$ cat src/rtl/dmem_arbiter_if.sv
// Requester and data-memory signal bundle for dmem_arbiter.
// The arbiter takes the slave view; the requesters and the memory model take the master view.
interface dmem_arbiter_if #(
    parameter int ADDR_W = 32,
    parameter int DATA_W = 32
);
    logic [1:0]        Req;
    logic [1:0]        Write;
    logic [ADDR_W-1:0] Addr0;
    logic [ADDR_W-1:0] Addr1;
    logic [DATA_W-1:0] WData0;
    logic [DATA_W-1:0] WData1;
    logic [1:0]        Gnt;
    logic [1:0]        Done;
    logic [DATA_W-1:0] RData;
    logic              Err;
    logic              CpuStall;
    logic [ADDR_W-1:0] MemAddress;
    logic [DATA_W-1:0] MemWritedata;
    logic              MemRead;
    logic              MemWrite;
    logic [DATA_W-1:0] MemReaddata;

    modport slave (
        input  Req, Write, Addr0, Addr1, WData0, WData1, MemReaddata,
        output Gnt, Done, RData, Err, CpuStall, MemAddress, MemWritedata, MemRead, MemWrite
    );

    modport master (
        output Req, Write, Addr0, Addr1, WData0, WData1, MemReaddata,
        input  Gnt, Done, RData, Err, CpuStall, MemAddress, MemWritedata, MemRead, MemWrite
    );
endinterface

$ cat src/rtl/dmem_arbiter.sv
// Round-robin arbiter sharing the data memory between CPU (port 0) and DMA (port 1).
// One access in flight: Gnt in IDLE, LAT strobe cycles, Done pulse; LAT+2 cycles per access.
module dmem_arbiter #(
    parameter int ADDR_W = 32,
    parameter int DATA_W = 32,
    parameter int DEPTH  = 65,
    parameter int LAT    = 1
) (
    input  logic            clk,
    input  logic            reset,
    dmem_arbiter_if.slave   bus
);
    typedef enum logic [1:0] {IDLE, BUSY, DONE} state_t;

    localparam logic [ADDR_W-1:0] DEPTH_A = ADDR_W'(DEPTH);
    localparam logic [2:0]        LAT_C   = 3'(LAT);

    state_t            state;
    logic              ptr;
    logic              port_l;
    logic              write_l;
    logic [2:0]        cnt;
    logic [1:0]        done_q;
    logic              err_q;
    logic [DATA_W-1:0] rdata_q;
    logic [ADDR_W-1:0] mem_addr_q;
    logic [DATA_W-1:0] mem_wdata_q;
    logic              mem_read_q;
    logic              mem_write_q;

    logic              win;
    logic [1:0]        gnt;
    logic [ADDR_W-1:0] sel_addr;
    logic [DATA_W-1:0] sel_wdata;

    // Contention goes to the pointer's port; a lone requester always wins.
    always_comb begin
        win = (bus.Req == 2'b11) ? ptr : bus.Req[1];
        gnt = 2'b00;
        if (state == IDLE && !reset && bus.Req != 2'b00) begin
            gnt = win ? 2'b10 : 2'b01;
        end
        sel_addr  = win ? bus.Addr1  : bus.Addr0;
        sel_wdata = win ? bus.WData1 : bus.WData0;
    end

    always_ff @(posedge clk) begin
        if (reset) begin
            state       <= IDLE;
            ptr         <= 1'b0;
            port_l      <= 1'b0;
            write_l     <= 1'b0;
            cnt         <= 3'd0;
            done_q      <= 2'b00;
            err_q       <= 1'b0;
            rdata_q     <= '0;
            mem_addr_q  <= '0;
            mem_wdata_q <= '0;
            mem_read_q  <= 1'b0;
            mem_write_q <= 1'b0;
        end else begin
            case (state)
                IDLE: begin
                    if (bus.Req != 2'b00) begin
                        port_l  <= win;
                        write_l <= bus.Write[win];
                        ptr     <= ~win;
                        if (sel_addr >= DEPTH_A) begin
                            // Out-of-range: skip the memory entirely.
                            err_q   <= 1'b1;
                            rdata_q <= '0;
                            done_q  <= win ? 2'b10 : 2'b01;
                            state   <= DONE;
                        end else begin
                            mem_addr_q  <= sel_addr;
                            mem_wdata_q <= sel_wdata;
                            mem_read_q  <= ~bus.Write[win];
                            mem_write_q <= bus.Write[win];
                            cnt         <= LAT_C;
                            state       <= BUSY;
                        end
                    end
                end
                BUSY: begin
                    if (cnt == 3'd1) begin
                        rdata_q     <= write_l ? '0 : bus.MemReaddata;
                        err_q       <= 1'b0;
                        mem_read_q  <= 1'b0;
                        mem_write_q <= 1'b0;
                        done_q      <= port_l ? 2'b10 : 2'b01;
                        state       <= DONE;
                    end else begin
                        cnt <= cnt - 3'd1;
                    end
                end
                DONE: begin
                    done_q <= 2'b00;
                    state  <= IDLE;
                end
                default: state <= IDLE;
            endcase
        end
    end

    assign bus.Gnt          = gnt;
    assign bus.Done         = done_q;
    assign bus.RData        = rdata_q;
    assign bus.Err          = err_q;
    assign bus.CpuStall     = bus.Req[0] & ~done_q[0];
    assign bus.MemAddress   = mem_addr_q;
    assign bus.MemWritedata = mem_wdata_q;
    assign bus.MemRead      = mem_read_q;
    assign bus.MemWrite     = mem_write_q;
endmodule

$ cat src/flat_wrapper.sv
// flat-port wrapper written by rule: the top's interface ports become plain ports
module dmem_arbiter_flat 
#(
    parameter int ADDR_W = 32,
    parameter int DATA_W = 32,
    parameter int DEPTH  = 65,
    parameter int LAT    = 1
)
  (clk, reset, bus_Req, bus_Write, bus_Addr0, bus_Addr1, bus_WData0, bus_WData1, bus_MemReaddata, bus_Gnt, bus_Done, bus_RData, bus_Err, bus_CpuStall, bus_MemAddress, bus_MemWritedata, bus_MemRead, bus_MemWrite);
  dmem_arbiter_if #(.ADDR_W(ADDR_W), .DATA_W(DATA_W)) bus_i ();
  input  logic clk;
  input  logic reset;
  input wire logic [$bits(bus_i.Req)-1:0] bus_Req;
  input wire logic [$bits(bus_i.Write)-1:0] bus_Write;
  input wire logic [$bits(bus_i.Addr0)-1:0] bus_Addr0;
  input wire logic [$bits(bus_i.Addr1)-1:0] bus_Addr1;
  input wire logic [$bits(bus_i.WData0)-1:0] bus_WData0;
  input wire logic [$bits(bus_i.WData1)-1:0] bus_WData1;
  input wire logic [$bits(bus_i.MemReaddata)-1:0] bus_MemReaddata;
  output wire logic [$bits(bus_i.Gnt)-1:0] bus_Gnt;
  output wire logic [$bits(bus_i.Done)-1:0] bus_Done;
  output wire logic [$bits(bus_i.RData)-1:0] bus_RData;
  output wire logic [$bits(bus_i.Err)-1:0] bus_Err;
  output wire logic [$bits(bus_i.CpuStall)-1:0] bus_CpuStall;
  output wire logic [$bits(bus_i.MemAddress)-1:0] bus_MemAddress;
  output wire logic [$bits(bus_i.MemWritedata)-1:0] bus_MemWritedata;
  output wire logic [$bits(bus_i.MemRead)-1:0] bus_MemRead;
  output wire logic [$bits(bus_i.MemWrite)-1:0] bus_MemWrite;
  assign bus_i.Req = bus_Req;
  assign bus_i.Write = bus_Write;
  assign bus_i.Addr0 = bus_Addr0;
  assign bus_i.Addr1 = bus_Addr1;
  assign bus_i.WData0 = bus_WData0;
  assign bus_i.WData1 = bus_WData1;
  assign bus_i.MemReaddata = bus_MemReaddata;
  assign bus_Gnt = bus_i.Gnt;
  assign bus_Done = bus_i.Done;
  assign bus_RData = bus_i.RData;
  assign bus_Err = bus_i.Err;
  assign bus_CpuStall = bus_i.CpuStall;
  assign bus_MemAddress = bus_i.MemAddress;
  assign bus_MemWritedata = bus_i.MemWritedata;
  assign bus_MemRead = bus_i.MemRead;
  assign bus_MemWrite = bus_i.MemWrite;
  dmem_arbiter #(.ADDR_W(ADDR_W), .DATA_W(DATA_W), .DEPTH(DEPTH), .LAT(LAT)) u_core (.clk(clk), .reset(reset), .bus(bus_i));
endmodule
$ cat config.mk
export PLATFORM = sky130hd
export DESIGN_NAME = dmem_arbiter_flat
export DESIGN_NICKNAME = d
export VERILOG_FILES = /design/src/rtl/dmem_arbiter_if.sv /design/src/rtl/dmem_arbiter.sv /design/src/flat_wrapper.sv
export SDC_FILE = /design/constraint.sdc
export NUM_CORES = 1
export LEC_CHECK = 0
export BUFFER_PORTS_ARGS = -buffer_cell sky130_fd_sc_hd__buf_2
export CELL_PAD_IN_SITES_DETAIL_PLACEMENT = 0
export CELL_PAD_IN_SITES_GLOBAL_PLACEMENT = 1
export CORE_UTILIZATION = 33
export DETAILED_ROUTE_END_ITERATION = 12
export PLACE_DENSITY_LB_ADDON = 0.1
export REMOVE_ABC_BUFFERS = 1
export SYNTH_ARGS = -nofsm -noshare
export SYNTH_HDL_FRONTEND = slang
export SYNTH_SLANG_ARGS = --single-unit
$ cat constraint.sdc
create_clock -name clk -period 5.45 [get_ports clk]
set_input_delay 0.545 -clock clk [delete_from_list [all_inputs] [get_ports clk]]
set_output_delay 0.545 -clock clk [all_outputs]
set_load 0.005 [all_outputs]
; ---- After elaboration in Yosys (flattened, before gate mapping)
; Index checks and enable logic that the tools add are counted.
[word_totals]
reg_bits = 109
in_bits = 166
[classes]
add_sub_neg = 1
n_lt_le_gt_ge = 2
eq_ne = 9
n_mux = 35
bitwise = 5
n_reduce_logical = 14
[op_table]
columns = cell, count
row1 = two-way mux 32 bit, 6
row2 = one-hot mux 32 bit (2 select lines), 1
row3 = ">= comparator 32 x 7 -> 1 bit, second input constant", 1
row4 = two-way mux 2 bit, 9
row5 = AND reduction 4 bit, 4
row6 = two-way mux 1 bit, 10
row7 = two-way mux 3 bit, 3
row8 = "!= test 2 bit, second input constant", 4
row9 = one-hot mux 1 bit (2 select lines), 3
row10 = one-hot mux 2 bit (3 select lines), 1
row11 = one-hot mux 3 bit (2 select lines), 1
row12 = "== test 2 bit, second input constant", 2
row13 = inverter 1 bit, 4
row14 = one-hot mux 2 bit (2 select lines), 1
row15 = AND reduction 2 bit, 2
row16 = nonzero test 2 bit, 2
row17 = "== test 3 x 1 -> 1 bit, second input constant", 1
row18 = AND reduction 3 bit, 1
row19 = nonzero test 3 bit, 1
row20 = "subtractor 3 x 1 -> 3 bit, second input constant", 1
row21 = "== test 2 x 1 -> 1 bit, second input constant", 1
row22 = logical AND 1 bit, 2
row23 = zero test 2 bit, 1
row24 = "< comparator 1 x 2 -> 1 bit, second input constant", 1
row25 = other kinds (3), 3

; ---- Longest topological paths before layout
; Gate-level depths: netlist (run 1).
[depth]
ltp_word = 8
ltp_mapped = 9
depth_no_buf = 8

; ---- Least setup slack after synthesis (run 1)
; Ideal clock, no wire load.
[synth_timing]
path_kind = in2reg
from = in bus_Req[1]
to = reg u_core.mem_write_q (netlist: u_core.bus.MemWrite)
setup_time_ns = 0.121
t_arrival_ns = 2.033
required_ns = 5.329
path_slack_ns = 3.296
stages = 8
n_path_buf = 3
cell_sequence = buf_2 and2_1 buf_2 mux2i_2 a31o_2 buf_2 and2b_1 mux2_2
[synth_between]
elab_chain_cells = 7
elab_cells_between_ends = 13
cone_classes = 1 x order compare / 3 x eq/ne / 7 x mux / 2 x reduce/logical
[synth_rtl]
columns = element, line
row1 = start: declaration, flat_wrapper.sv:13  ; input wire logic [$bits(bus_i.Req)-1:0] bus_Req;
row2 = branches (longest 7 deep; another with >= comparator 32 x 7 -> 1 bit), --
row3 = end signal: assignment, dmem_arbiter.sv:78  ; mem_write_q <= bus.Write[win];
row4 = end: declaration, dmem_arbiter.sv:29  ; logic mem_write_q;
; Parallel ways; which one is timed is not known. The select of a mux whose other input is x is not followed.
; A chain may end at the register's enable or synchronous reset.

; ---- Worst setup path in the final report (run 1)
[layout_timing]
from = reg u_core.ptr
to = reg u_core.mem_addr_q[19] (netlist: u_core.bus.MemAddress[19])
[layout_between]
elab_chain_cells = 5
[layout_rtl]
columns = element, line
row1 = start: declaration, dmem_arbiter.sv:19  ; logic ptr;
row2 = start signal: assignment, dmem_arbiter.sv:67  ; ptr <= ~win;
row3 = two-way mux 1 bit (*), dmem_arbiter.sv:38  ; win = (bus.Req == 2'b11) ? ptr : bus.Req[1];
row4 = two-way mux 32 bit (*), dmem_arbiter.sv:43  ; sel_addr = win ? bus.Addr1 : bus.Addr0;
row5 = >= comparator 32 x 7 -> 1 bit, dmem_arbiter.sv:68  ; if (sel_addr >= DEPTH_A) begin
row6 = inverter 1 bit (no source line), --
row7 = AND reduction 3 bit (no source line), --
row8 = end signal: assignment, dmem_arbiter.sv:75  ; mem_addr_q <= sel_addr;
row9 = end: declaration, dmem_arbiter.sv:26  ; logic [ADDR_W-1:0] mem_addr_q;
; Mark *: on every way between the ends. The rest lies on a longest branch, timed or not.

==> summary.md, run 1 <==
| Metric | Value |
|---|---|
| Status | complete, but fails checks |
| Failing checks | design-rule violations |
| Power Dens Cells | 259.5 nW/µm² |
| Critical path class | reg2reg |
| Remaining antenna violation count | 0 |
| Cells along the critical path | nand2b_1, and2_2, mux2i_2, and4_2, a21oi_2, and2_1 |
| Final hold viol count | 0 |
| Worst EP required | ~5700 ps |
| Max cap viols | 0 |
| Total global-route track usage | 0.2001 |
| Final setup fails | 0 |
| Worst-Margin Slew | 1086 ps |
| Post-synth top area share | 0.4679 |
| Reg clk slew, reported paths | roughly 80 ps |
| Vias per cell | 4.996 |
| Worst Hold Class | in2reg |
| Antenna violations before repair | 0 |
| CTS Buffer Depth | 2 |
| CP Launch Type | flip-flop |
| CP Max Fanout | 43 |
| Peak supply drop | approximately 0.14 mV |
| Die span in y | 120.9 µm |
| Cells after synthesis | approximately 540 |
| WP buf/inv | 0 |
| CP endpoint kind | flip-flop |
| Final nets | 942 |
| Area delta synth->final | 35.95% |
| Yosys synthesis warning count | 0 |
| DRT iter0 DRCs | roughly 250 |
| Avg Cell Area, Syn | roughly 8.7 µm² |
| Critical path's top delay family | simple AND/OR/NAND/NOR gates |
| GPL Wtd Cong | just under 0.8 |
| Worst path depth | 6 |
| IO Port Bufs | 269 |
| Cts hold-fix bufs | 0 |
| Crit path arrival time | between 3000 and 4000 ps |
| F_max | between 0.2 and 0.3 GHz |
| Register area share after synthesis | 0.4679 |
| Remaining Overflow, GRT | 0 |
| Synth Cell Area | around 4700 µm² |
| Slew HR | 0.2742 |
| Layout cell share with drive strength beyond 1 | 0.4003 |
| Root buffer cell | clkbuf_16 |
| Die ar. | 14610 µm² |
| CTS resizes | 0 |
| CTS tree | done |
| Vias in the first global route | between 4k and 5k |
| Worst r2r path cells | 6 |
| Post-synth EDFFs | 0 |
| Die width | roughly 120 µm |
| Via count | between 4k and 5k |
| Yosys reg bits | ~110 |
| Tcrit/Tclk final | 0.6356 |
| # rows | between 40 and 50 |
| Initial Util | 0.3373 |
| TNS Setup | 0 ps |
| Fraction of registers with async set/reset | 0 |
| RSZ-0062 raised after global routing | no |
| Cell variety after synth | 42 |
| CTS Sinks | around 110 |
| Hold Crit Depth | 3 |
| Tot Pwr | 1.645 mW |
| Synth top area cells | dfxtp_1 47%, nand2_1 6.6%, a311oi_1 5.8% |
| Slowest cell on the critical path | and4_2 |
| Post-layout min period | between 3000 and 4000 ps |
| First-pass GRT wire length | roughly 23 mm |
| Largest net degree at the start of global routing | between 60 and 70 |
| CTS Buf Count | 9 |
| Leakage power | 2.850 nW |
| Ys flop type | dfxtp_1 |
| Detail Placement HPWL | 10.36 mm |
| Max Slew Vio Count | 0 |
| Ant. Diodes | 0 |
| Synth area leader | dfxtp_1 |
| Io pins | between 200 and 300 |
| Skew-Pair Late Insertion Delay | approximately 350 ps |
| CORE AREA | about 14000 µm² |
| 1st-pass router iterations | 8 |
| H-tree depth | 3 |
| DR DRC count | 2 |
| Skew final | 8.205 ps |
| WL final | about 15 mm |
| Crit-path max cell delay | between 900 and 1000 ps |
| Wire per inst | 15.43 µm |
| Post-CTS Setup Bufs | 0 |
[cells in the final DEF (no fill, tap or decap), types with 3 or more instances in the layout]
cell	Yosys	routed
mux2i_1	4	4
clkbuf_16	0	9
buf_4	2	5
a21oi_1	50	50
a311oi_1	31	31
nor2_1	12	11
nand2b_1	36	36
a211oi_1	3	3
clkinvlp_4	0	3
nand3_1	35	35
nand2_1	82	82
inv_1	6	6
nor3_1	6	6
buf_2	12	269
nor4_1	12	12
a311oi_2	10	10
o21ai_0	34	34
and2_1	26	25
dfxtp_1	109	109
nand4_1	4	4
ha_1	4	4
[logic make-up (layout without fill, tap and decap cells)]
logic type      count (synthesis)  after routing  synth area share
mux                             6              6           0.01395
simple gates                  220            220            0.2350
flops                         109            109            0.4679
buf+inv                        55            296           0.05769
fa+ha+maj                       4              4           0.01073
compound gates                142            142            0.2147
[area by class of cell]
class,count,area [µm²]
fillers,1413,7487
multi-input cells,372,2238
flip-flops and latches,109,2182
repair buffers,274,1384
clock buffers,12,256.5
well taps,180,225.2
clock inverters,4,31.28
inverters,6,22.52
[registers in the layout (all words and copies together) (netlist names)]
name                     flops
u_core.state                 2
u_core.cnt                   3
u_core.bus.MemAddress       32
u_core.port_l                1
u_core.bus.MemWrite          1
u_core.ptr                   1
u_core.bus.Err               1
u_core.bus.Done              2
u_core.bus.RData            32
u_core.write_l               1
u_core.bus.MemRead           1
u_core.bus.MemWritedata     32
[final timing paths]
path | startpoint | end | slack, ps
worst max register to register | u_core.ptr | u_core.bus.MemAddress[19] | 1990
worst min-delay path | bus_MemReaddata[8] | u_core.bus.RData[8] | 410
worst min register to register | u_core.bus.MemAddress[18] | u_core.bus.MemAddress[18] | 450
worst max-delay path | u_core.ptr | u_core.bus.MemAddress[19] | 1990
[Yosys cell counts, types with 5 or more instances]
cell type	n
nand2b_1	36
nor4_1	12
a21oi_1	50
o21ai_0	34
buf_2	12
a311oi_1	31
and2_1	26
dfxtp_1	109
inv_1	6
buf_6	5
nor3_1	6
nor2_1	12
a311oi_2	10
clkbuf_1	28
nand2_1	82
nand3_1	35
[metal layers]
layer	routed length, µm	up-vias	track usage
met3	1014	17	0.03008
met1	6205	2192	0.2432
met5	0	-	0
met4	308	0	0.08951
li1	-	2370	-
met2	7234	202	0.3475
[power breakdown]
group,total [mW],switching (mW),internal (mW)
registers,0.811,0.00616,0.804
clock network,0.645,0.307,0.338
logic,0.190,0.109,0.0816
total,1.65,0.422,1.22
[metrics by stage]
step | cells | worst slack, ps | hold WS [ps] | cell area [µm²] | util
final | 957 | 1986 | 408.5 | 6340 | 0.4585
after global routing | 957 | 1639 | 418.3 | 6340 | 0.4585
after CTS | 957 | 1961 | 394.6 | 6340 | 0.4585
after detailed placement | 941 | 1688 | 439.9 | 6052 | 0.4377
after global placement | 941 | 1785 | 436.2 | 6052 | 0.4377
after floorplan | 487 | 1460 | 454.8 | 4417 | -
[worst min-delay path, cell delays in order]
cell and delay [ps]:
buf_2 70, nand3_1 50, o21ai_0 60
(Power assumes the default switching activity.)
==> inputs of run 2 (changes only) <==
--- a/config.mk
+++ b/config.mk
@@ -8,7 +8,7 @@
 export BUFFER_PORTS_ARGS = -buffer_cell sky130_fd_sc_hd__buf_2
 export CELL_PAD_IN_SITES_DETAIL_PLACEMENT = 0
 export CELL_PAD_IN_SITES_GLOBAL_PLACEMENT = 1
-export CORE_UTILIZATION = 33
+export CORE_UTILIZATION = 31
 export DETAILED_ROUTE_END_ITERATION = 12
 export PLACE_DENSITY_LB_ADDON = 0.1
 export REMOVE_ABC_BUFFERS = 1
==> constraint.sdc (replaced) <==
create_clock -name clk -period 3.25 [get_ports clk]
set_input_delay 0.325 -clock clk [delete_from_list [all_inputs] [get_ports clk]]
set_output_delay 0.325 -clock clk [all_outputs]
set_load 0.005 [all_outputs]
==> run 2 against run 1 <==
Against the previous run: the flow now finishes without violations; sequential cell count unchanged; first-iteration DRC count down 8.4%; die area up 6.3%; clock-buffer cell count down 1; via count up 0.33%; routed wire length up 5.0%; largest cell class unchanged; sequential share of layout area down 0.31 points; register-to-register slack worse by 1300 ps; critical path type unchanged; core utilization down 2.0 points.
==> summary.md, run 2 (synthesis results as in run 1) <==
| Metric | Value |
|---|---|
| Status | complete, no violations |
| Die ar. | roughly 16000 µm² |
| Skew-Pair Late Insertion Delay | 350 ps |
| Wire per inst | 16.02 µm |
| Slowest cell on the critical path | buf_4 |
| Combinational cell fraction of total power | 0.118 |
| Crit-path max cell delay | ~420 ps |
| Vias per cell | slightly below 5 |
| Initial Util | 0.3196 |
| CTS Buf Count | 9 |
| Die span in y | around 120 µm |
| Post-DP Area | slightly above 6000 µm² |
| Antenna violations before repair | 2 |
| Via count | 4797 |
| F_max | 0.3944 GHz |
| Remaining antenna violation count | 0 |
| Tcrit/Tclk final | 0.7802 |
| Clock power share | 0.391 |
| Remaining Overflow, GRT | 0 |
| Hold Crit Depth | 3 |
| Most common cell after layout, fill and taps aside | buf_2 |
| Slew HR | 0.4267 |
| WL final | 15.50 mm |
| Critical path class | reg2reg |
| Cts hold-fix bufs | 0 |
| Worst EP required | roughly 3500 ps |
| Cells along the critical path | nand2b_1, and2_2, mux2i_2, and4_2, buf_4, a21oi_1, a311oi_1 |
| Most frequent cells in the layout | 269 x buf_2, 109 x dfxtp_1, 82 x nand2_1 |
| H-tree depth | 3 |
| IO Port Bufs | roughly 270 |
| RSZ-0062 raised after global routing | no |
| Skew final | between 8 and 9 ps |
| Post-Layout Cell Count | between 900 and 1k |
| Io pins | 270 |
| Worst r2r path cells | 7 |
| Final hold viol count | 0 |
| Psw | ~0.68 mW |
| Largest net degree at the start of global routing | 65 |
| Peak supply drop | about 0.23 mV |
| FILL cells | ~1.5k |
| Leakage power | roughly 2.9 nW |
| Reg power frac | 0.492 |
| Die width | 124.7 µm |
| CORE AREA | ~15000 µm² |
| CP Launch Type | flip-flop |
| Detail Placement HPWL | around 11 mm |
| CTS Buffer Depth | 2 |
| Internal power | 2.082 mW |
| Layout cell share with drive strength beyond 1 | 0.4020 |
| Post-CTS Setup Bufs | 0 |
| # rows | between 40 and 50 |
| CTS tree | done |
| CP Max Fanout | 38 |
| Power Dens Cells | between 400 and 500 nW/µm² |
| Area delta synth->final | 37.19% |
| Final setup fails | 0 |
| Post-layout min period | roughly 2500 ps |
| Root buffer cell | clkbuf_16 |
| Reg clk slew, reported paths | about 70 ps |
| CTS Sinks | 109 |
| DR DRC count | 0 |
| DRT iter0 DRCs | about 230 |
| Worst Hold Class | in2reg |
| Crit path arrival time | 2790 ps |
| Final nets | between 900 and 1k |
| 1st-pass router iterations | 4 |
| CP endpoint kind | flip-flop |
| CTS resizes | 0 |
| GPL Wtd Cong | slightly below 0.8 |
| Cell count after placement | 950 |
| Final instance area | between 6000 and 7000 µm² |
| Max Slew Vio Count | 0 |
| Switching part of the total power | 0.2472 |
| First-pass GRT wire length | 24.11 mm |
| Vias in the first global route | ~4.7k |
| Max cap viols | 0 |
| Total global-route track usage | 0.1955 |
| Worst-Margin Slew | 859.9 ps |
==> run 2: changes by cell type in the layout (fill, tap and decap cells not counted), sizes merged <==
cell	before	now
clkinvlp	3	2
buf	274	279
diode	0	3
bufinv	0	1
clkinv	0	1
clkbuf	12	11
inv	7	6
==> run 2: path summary, 6_finish.rpt <==
check                             from                    endpoint  slack [ps]
max                         u_core.ptr  u_core.bus.MemWritedata[3]         710
max reg2reg                 u_core.ptr  u_core.bus.MemWritedata[3]         710
min                 bus_MemReaddata[5]         u_core.bus.RData[5]         190
min reg2reg  u_core.bus.MemAddress[17]   u_core.bus.MemAddress[17]         450
==> run 2: worst max-delay path, delay by kind of cell, from the launching register on <==
kind                   cells  cell delay (ps)
buffers and inverters      1              420
DFF                        1              360
muxes                      1              410
AOI/OAI and AO/OA          2              400
and+or+nand+nor            3              820
==> run 2: power by group through the flow <==
stage	Combinational (mW)	Sequential (mW)	Clock (mW)
5_1_grt	0.362	1.36	1.16
2_1_floorplan	0.142	1.39	0
4_1_cts	0.329	1.36	1.12
3_5_place_dp	0.328	1.39	0
6_report	0.326	1.36	1.08
3_3_place_gp	0.322	1.39	0
==> run 2: final cells by class <==
type | count | area [µm²] | share of cell area
Multi-Input combinational cell | 372 | 2238 | 0.3499
Clock inverter | 4 | 50.05 | 0.007823
Sequential cell | 109 | 2182 | 0.3411
Clock buffer | 11 | 232.7 | 0.03638
Tap cell | 184 | 230.2 | 0.03599
Antenna cell | 3 | 7.507 | 0.001173
Timing Repair Buffer | 279 | 1434 | 0.2241
Inverter | 6 | 22.52 | 0.003520
==> run 2: metal layers <==
layer	share of wire	routed length (µm)	track usage
met1	0.43	6685	0.2292
met4	0.029	448	0.09780
met2	0.49	7619	0.3396
met3	0.048	750	0.03565
met5	0	0	0
==> run 2: through the flow <==
| step | hold slack, ps | total power, mW | worst slack, ps | util | TNS [ps] |
|---|---|---|---|---|---|
| 5_1_grt | 190.7 | 2.888 | 485.2 | 0.4383 | 0 |
| 3_5_place_dp | 438.5 | 1.718 | 527.1 | 0.4186 | 0 |
| 4_1_cts | 180.5 | 2.809 | 740.3 | 0.4380 | 0 |
| 2_1_floorplan | 392.9 | 1.530 | -583.1 | - | -24090 |
| 3_3_place_gp | 436.1 | 1.712 | 599.0 | 0.4186 | 0 |
| 6_report | 192.2 | 2.766 | 714.4 | 0.4385 | 0 |
==> inputs of run 3 (changes only) <==
==> constraint.sdc (replaced) <==
create_clock -name clk -period 2.6 [get_ports clk]
set_input_delay 0.26 -clock clk [delete_from_list [all_inputs] [get_ports clk]]
set_output_delay 0.26 -clock clk [all_outputs]
set_load 0.005 [all_outputs]
==> run 3 against run 2 <==
Against the previous run: global-route usage up 0.29 points; sequential share of layout area down 0.39 points; worst setup slack got worse by 540 ps; non-clock buffer count is 4 higher; clock power increased by 30%; routed wire length fell by 0.37%; register-to-register slack worse by 540 ps; final cell count rose by 0.21%; core utilization increased by 0.51 points; largest cell class unchanged.
==> summary.md, run 3 (synthesis results as in run 1) <==
| Metric | Value |
|---|---|
| Remaining Overflow, GRT | 0 |
| Status | complete, no violations |
| Detail Placement HPWL | roughly 11 mm |
| Slew HR | 0.5473 |
| Total global-route track usage | 0.1983 |
| Finished Core Util | 0.4436 |
| # rows | 44 |
| Slowest cell on the critical path | mux2i_2 |
| First-pass GRT wire length | 24.42 mm |
| Worst-Margin Slew | 679.0 ps |
| IO Port Bufs | around 270 |
| CORE AREA | about 15000 µm² |
| Tcrit/Tclk final | 0.9319 |
| Final setup fails | 0 |
| F_max | around 0.41 GHz |
| Final hold viol count | 0 |
| Cells along the critical path | nand2b_1, and2_2, mux2i_2, and4_2, buf_4, a21oi_1, a311oi_2 |
| WL final | 15.45 mm |
| Antenna violations before repair | 1 |
| Max Slew Vio Count | 0 |
| CP endpoint kind | flip-flop |
| Die span in y | between 100 and 150 µm |
| WP buf/inv | 1 |
| Die width | 124.7 µm |
| Die ar. | between 15000 and 20000 µm² |
| CTS Sinks | ~110 |
| Post-layout min period | between 2000 and 2500 ps |
| 1st-pass router iterations | 6 |
| Skew final | between 5 and 6 ps |
| CP Max Fanout | 27 |
| Initial Util | 0.3196 |
| Peak supply drop | 0.3132 mV |
| RSZ-0062 raised after global routing | no |
| Most common cell after layout, fill and taps aside | buf_2 |
| GPL Wtd Cong | roughly 0.78 |
| CTS Buffer Depth | 2 |
| Area occupied by multi-input gates | between 2000 and 2500 µm² |
| Vias in the first global route | ~4.7k |
| Crit path arrival time | ~2700 ps |
| Critical path's top delay family | simple AND/OR/NAND/NOR gates |
| Area delta synth->final | 38.77% |
| Power Dens Cells | approximately 540 nW/µm² |
| Final nets | 951 |
| Max cap viols | 0 |
| Worst Hold Class | in2reg |
| H-tree depth | 3 |
| CTS tree | done |
| Via count | ~4.8k |
| Skew-Pair Late Insertion Delay | between 300 and 400 ps |
| Most frequent cells in the layout | 269 x buf_2, 109 x dfxtp_1, 82 x nand2_1 |
| Register area | about 2200 µm² |
| Vias per cell | 4.988 |
| CP Launch Type | flip-flop |
| Crit-path max cell delay | around 420 ps |
| CTS Buf Count | 9 |
| Io pins | between 200 and 300 |
| Leakage power | around 2.9 nW |
| DR DRC count | 0 |
| Critical path class | reg2reg |
| Largest net degree at the start of global routing | between 60 and 70 |
| FILL cells | approximately 1.5k |
| Post-CTS Setup Bufs | 0 |
| Reg clk slew, reported paths | about 70 ps |
| Root buffer cell | clkbuf_16 |
| Place WS | ~210 ps |
| Remaining antenna violation count | 0 |
| Wire per inst | 15.92 µm |
| DRT iter0 DRCs | ~240 |
| Worst EP required | around 2900 ps |
| Post-layout worst setup margin | 177.0 ps |
| Layout cell share with drive strength beyond 1 | 0.4076 |
run 3: cell type report:
cell class | count | area share
clock inverters | 5 | 0.009281
diodes | 1 | 0.0003867
inverters | 6 | 0.003480
repair buffers | 283 | 0.2301
flip-flops and latches | 109 | 0.3372
well taps | 184 | 0.03558
clock buffers | 10 | 0.03693
multi-input cells | 372 | 0.3471
run 3: worst min-delay path: cells and delay by family:
family	cells	cell delay (ps)
buf+inv	1	80
simple gates	1	50
compound gates	1	60
run 3: where the power goes:
group | switching [mW] | internal [mW] | total [mW]
logic | 0.239 | 0.182 | 0.421
registers | 0.0125 | 1.69 | 1.70
clock network | 0.624 | 0.772 | 1.40
run 3: worst paths after layout:
check,startpoint,to,slack [ps],cells past startpoint
max,u_core.ptr,u_core.bus.MemWritedata[26],180,7
min,bus_MemReaddata[24],u_core.bus.RData[24],120,3
max reg2reg,u_core.ptr,u_core.bus.MemWritedata[26],180,7
min reg2reg,u_core.bus.MemAddress[16],u_core.bus.MemAddress[16],450,1
run 3: per-stage QoR:
stage	power, mW	TNS (ps)	cell area, µm²	hold slack [ps]	std cells
3_3_place_gp	2.152	0	6162	436.0	954
2_1_floorplan	1.912	-87500	4417	327.9	487
3_5_place_dp	2.160	0	6162	438.2	954
5_1_grt	3.675	0	6471	131.0	970
4_1_cts	3.566	0	6461	110.3	969
6_report	3.516	0	6471	120.8	970
run 3: routing by layer:
metal | vias up | track usage | share of wire
met5 | - | 0 | 0
met4 | 0 | 0.08009 | 0.022
met3 | 19 | 0.03565 | 0.055
met2 | 171 | 0.3471 | 0.50
met1 | 2260 | 0.2381 | 0.43
li1 | 2388 | - | -
run 3: timing repair:
item,4_1_cts,5_1_grt
resized for setup,0,1
hold buffers,0,0
endpoints found under the setup margin,0,8
